### src/rtl/bg_sequencer.sv
// Plays a stored sequence of 3-bit background codes onto the background mux select.
// Latency: start accepted at edge T shows mem[0] from T+1; each step is ON_CYCLES on, OFF_CYCLES gap.
// Backpressure: none; start is taken only in IDLE and abort wins over start.
// Ports: clk/rst_n; wr_en/wr_addr/wr_data program the sequence memory; start/len/abort control
// playback; bg/step/busy/done are registered status outputs.
module bg_sequencer #(
    parameter int          MAX_LEN    = 16,
    parameter int          ON_CYCLES  = 25000000,
    parameter int          OFF_CYCLES = 12500000,
    parameter logic [2:0]  IDLE_BG    = 3'd0,
    localparam int         AW         = $clog2(MAX_LEN)
) (
    input  logic          clk,
    input  logic          rst_n,
    input  logic          wr_en,
    input  logic [AW-1:0] wr_addr,
    input  logic [2:0]    wr_data,
    input  logic          start,
    input  logic [AW:0]   len,
    input  logic          abort,
    output logic [2:0]    bg,
    output logic [AW-1:0] step,
    output logic          busy,
    output logic          done
);

    localparam int MAXC = (ON_CYCLES > OFF_CYCLES) ? ON_CYCLES : OFF_CYCLES;
    localparam int CW   = $clog2(MAXC + 1);

    localparam logic [CW-1:0] ON_LAST  = CW'(ON_CYCLES - 1);
    localparam logic [CW-1:0] OFF_LAST = CW'(OFF_CYCLES - 1);
    localparam logic [CW-1:0] CNT_ONE  = CW'(1);
    localparam logic [AW:0]   LEN_MAX  = (AW + 1)'(MAX_LEN);
    localparam logic [AW:0]   LEN_ONE  = (AW + 1)'(1);
    localparam logic [AW-1:0] IDX_ONE  = AW'(1);

    typedef enum logic [1:0] {
        S_IDLE = 2'd0,
        S_ON   = 2'd1,
        S_OFF  = 2'd2
    } state_t;

    state_t        state;
    logic [CW-1:0] cnt;
    logic [AW:0]   len_q;
    logic [2:0]    mem [MAX_LEN];

    logic          len_ok;
    logic          last_step;
    logic [AW-1:0] next_idx;

    assign len_ok    = (len != '0) && (len <= LEN_MAX);
    // step doubles as the playback index, so the last-step test compares it against len_q-1
    assign last_step = ({1'b0, step} == (len_q - LEN_ONE));
    assign next_idx  = step + IDX_ONE;

    always_ff @(posedge clk or negedge rst_n) begin
        if (!rst_n) begin
            state <= S_IDLE;
            cnt   <= '0;
            len_q <= '0;
            bg    <= IDLE_BG;
            step  <= '0;
            busy  <= 1'b0;
            done  <= 1'b0;
            for (int i = 0; i < MAX_LEN; i++) begin
                mem[i] <= 3'd0;
            end
        end else begin
            done <= 1'b0;
            case (state)
                S_IDLE: begin
                    if (start && !abort && len_ok) begin
                        state <= S_ON;
                        len_q <= len;
                        cnt   <= '0;
                        step  <= '0;
                        busy  <= 1'b1;
                        // memory is sampled only here, so a same-edge write is not seen
                        bg    <= mem[0];
                    end
                end
                S_ON: begin
                    if (abort) begin
                        state <= S_IDLE;
                        cnt   <= '0;
                        step  <= '0;
                        busy  <= 1'b0;
                        bg    <= IDLE_BG;
                    end else if (cnt == ON_LAST) begin
                        state <= S_OFF;
                        cnt   <= '0;
                        bg    <= IDLE_BG;
                    end else begin
                        cnt   <= cnt + CNT_ONE;
                    end
                end
                S_OFF: begin
                    if (abort) begin
                        state <= S_IDLE;
                        cnt   <= '0;
                        step  <= '0;
                        busy  <= 1'b0;
                        bg    <= IDLE_BG;
                    end else if (cnt == OFF_LAST) begin
                        cnt <= '0;
                        if (last_step) begin
                            state <= S_IDLE;
                            step  <= '0;
                            busy  <= 1'b0;
                            done  <= 1'b1;
                        end else begin
                            state <= S_ON;
                            step  <= next_idx;
                            bg    <= mem[next_idx];
                        end
                    end else begin
                        cnt <= cnt + CNT_ONE;
                    end
                end
                default: begin
                    state <= S_IDLE;
                    cnt   <= '0;
                    step  <= '0;
                    busy  <= 1'b0;
                    bg    <= IDLE_BG;
                end
            endcase

            if (wr_en) begin
                mem[wr_addr] <= wr_data;
            end
        end
    end

endmodule

### config.mk
export PLATFORM = sky130hd
export DESIGN_NAME = bg_sequencer
export DESIGN_NICKNAME = d
export VERILOG_FILES = /design/src/rtl/bg_sequencer.sv
export SDC_FILE = /design/constraint.sdc
export NUM_CORES = 1
export LEC_CHECK = 0
export CORE_ASPECT_RATIO = 1.4
export CORE_UTILIZATION = 60
export DETAILED_ROUTE_END_ITERATION = 8
export PLACE_DENSITY = 0.8
export SYNTH_ARGS = -nofsm -noshare
export SYNTH_HDL_FRONTEND = slang
export SYNTH_SLANG_ARGS = --single-unit
### constraint.sdc
create_clock -name clk -period 3.5 [get_ports clk]
set_clock_uncertainty 0.1 [all_clocks]
set_input_delay 0.35 -clock clk [delete_from_list [all_inputs] [get_ports clk]]
set_output_delay 0.35 -clock clk [all_outputs]
set_load 0.02 [all_outputs]
==> results.py <==
metrics = {
    "logic_synthesis": {
        "ys_warn_count": 0,
        "async_reset_ff_share_pct": 100,
        "synth_mux_area_share_pct": 21.1,
        "synth_seq_area_share_pct": 47.7,
        "netlist_area_sq_um": 4670,
        "synth_xor_area_share_pct": 3.75,
        "synth_fa_ha_area_share_pct": 1.87,
        "yosys.area_share.simple_pct": 16.6,
        "yosys-top-cells-count": "dfrtp_1 (89), mux2_2 (61), nor2_1 (32)",
        "synthesis.nets": 429,
        "synth_edf_count": 0,
        "ys_seq_elements": 89,
        "synth_cell_types": 46,
        "ys.flop_type": "dfrtp_1",
        "synth_top_cell_area_share_pct": 47.7,
        "synth_top_family_by_area": "multiplexers",
        "synthCells": 405,
        "yosys.area.top_type": "dfrtp_1",
        "synth_most_common_cell": "dfrtp_1",
        "syn_area_per_cell_sq_um": 11.5,
        "synth_area_leaders": "dfrtp_1 (48%), mux2_2 (15%), mux4_2 (5.8%), nor2_1 (2.6%), nand2_1 (2.4%)",
        "synth_compound_area_share_pct": 6.61,
    },
    "routing": {
        "drt-vias-per-instance": 6.09,
        "drtIter0Drc": 210,
        "drcViolationCount": 0,
        "vias": 3229,
        "first_pass_iters": 4,
        "drt-wirelength-per-cell_microns": 18.2,
        "wl_mm": 9.67,
        "ant_nets": 0,
    },
    "clocking": {
        "root_buffer": "clkbuf_8",
        "ctsResizeCount": 0,
        "cts_sinks": 89,
        "clock_path_buffers": 2,
        "postCtsHoldBufs": 0,
        "clk_pin_slew_ps": 90,
        "cts_setup_buffers": 0,
        "htreeDepth": 3,
        "clkLatencyLatePin_ps": 360,
        "cts_tree": "yes",
        "cts_buffers": 9,
    },
    "die": {
        "rows": 37,
        "die-area_sq_um": 8150,
        "die_y_microns": 106,
        "die_w_microns": 76.6,
        "num_io_pins": 26,
        "core-area_sq_um": 7450,
        "initial_core_util_pct": 62.7,
    },
    "global_route": {
        "antenna_found_initial": 0,
        "grt_max_degree": 90,
        "track_usage_pct": 26.7,
        "overflow": 0,
        "grt_pass1_vias": 3397,
        "grt_first_pass_wirelength_mm": 16.6,
    },
    "setup_path": {
        "critPathBufInv": 1,
        "critPathMaxFanout": 6,
        "cp.arrival_ps": 3000,
        "cp_slowest_stage_delay_ps": 750,
        "cp_slowest_cell": "o311ai_1",
        "worstPathRequired_ps": 3660,
        "startpoint_type": "flip-flop",
        "cp_cell_sequence": "inv_1, ha_1, nor2b_1, and3b_1, o311ai_1, a21oi_1, nor2_1, mux2_2",
        "crit_path_start": "len_q[0]",
        "reg2reg_to": "bg[2]",
        "reg2reg_depth": 8,
        "r2r_setup_slack_ps": 660,
        "cp.depth": 8,
        "cpLargestDelayFamily": "compound AO/OA/AOI/OAI gates",
        "endpoint_kind": "flip-flop",
        "crit_type": "flip-flop to flip-flop",
        "r2r_start": "len_q[0]",
    },
    "outcome": {
        "status": "complete, no violations",
    },
    "power_and_ir_drop": {
        "power_density_nw_per_um2": 616,
        "leakagePower_nw": 2.21,
        "ir_drop_v": 0.000361,
        "total_power_mw": 3.21,
    },
    "timing": {
        "fin_crit_ps": 2840,
        "finalHoldWorstSlack_ps": 74.0,
        "setup_viol": 0,
        "slew_violations": 0,
        "worst_slack_ps": 656,
        "hold_viol": 0,
        "rsz0062_at_grt": "false",
        "finalCritPeriodShare_pct": 81.3,
        "fmax_mhz": 352,
        "tightest_slew_ps": 1100,
        "relSlewSlack_pct": 26.4,
        "setup_tns_ps": 0,
    },
    "finish": {
        "drive_above_1_share_pct": 22.4,
        "fillerInstances": 539,
        "nets": 452,
        "n_antenna_cell": 0,
        "final_cells": 530,
        "syn_to_final_growth_pct": 11.6,
    },
    "placed_design": {
        "dp_slack_ps": 702,
        "portBuffers": 25,
        "dpl.hpwl_mm": 7.03,
        "place_congestion": 0.842,
        "placed_cells": 514,
    },
    "job": {
        "cap_viol_max_count": 0,
    },
    "min_path": {
        "hp-class": "input pin to async pin",
    },
}
cells by family (layout without fill, tap and decap cells):
group                      Yosys count  after routing
adders and majority gates            7              7
AOI/OAI and AO/OA                   44             44
DFF                                 89             89
xor gates and xnor gates            20             20
buffers and inverters               24             52
muxes                               76             76
and+or+nand+nor                    145            145
state kept, by name (all words and copies together), names as in the netlist:
| name | cells |
|---|---|
| mem | 48 |
| state | 2 |
| bg | 3 |
| done | 1 |
| step | 4 |
| busy | 1 |
| cnt | 25 |
| len_q | 5 |
metal layers:
layer	track usage (%)	up-vias	share of wire [%]	wire [microns]
met5	0	-	0	0
met4	12.5	0	2.5	243
met3	4.89	20	2.0	189
met2	48.5	45	55	5290
met1	30.2	1640	41	3950
li1	-	1524	-	-
worst reg2reg max path, stage by stage, from the launching register on:
cell	delay (ps)
dfrtp_1	400
inv_1	60
ha_1	240
nor2b_1	150
and3b_1	180
o311ai_1	750
a21oi_1	140
nor2_1	320
mux2_2	380
metrics by stage:
step	cell area [sq um]	utilization [%]
6_report	5210	70.0
3_3_place_gp	4980	66.9
5_1_grt	5210	70.0
3_5_place_dp	4980	66.9
2_1_floorplan	4670	-
4_1_cts	5210	70.0
worst max-delay path by stage:
stage / endpoint
after floorplan: bg[0]
after global placement: bg[0]
after detailed placement: bg[2]
after CTS: bg[2]
after global routing: bg[0]
final: bg[2]
layout by cell type (no fill, tap or decap), drive strengths merged, types with 2 or more instances in the layout:
master,count
a22o,7
nor2b,6
a21oi,5
dfrtp,89
o31ai,2
nor3b,3
nand4,4
nand2,30
or3,7
and2,3
nor4,8
mux2i,3
o211ai,2
ha,7
mux2,61
xnor2,10
clkdlybuf4s50,24
nand3b,6
nand3,16
bufinv,2
buf,4
inv,8
xor2,10
clkinvlp,2
a221o,4
a21o,2
o211a,2
and4,2
nor2,33
o21ai,15
nor3,11
mux4,12
nand2b,4
and3,7
clkbuf,12
power breakdown:
group	switching [mW]	internal, mW	leakage (nW)
registers	0.142	1.23	1.14
clock network	0.359	0.441	0.109
logic	0.531	0.513	0.954
total	1.03	2.18	2.21
layout make-up:
cell class	instances	area [sq um]	share of cell area (%)
multi-input combinational	292	2330	44.8
sequential	89	2230	42.7
timing repair buffer	28	270	5.18
clock buffer	12	155	2.98
tap	97	121	2.33
clock inverter	4	75.1	1.44
inverter	8	30.0	0.576
Power figures use the tool's default switching activity.
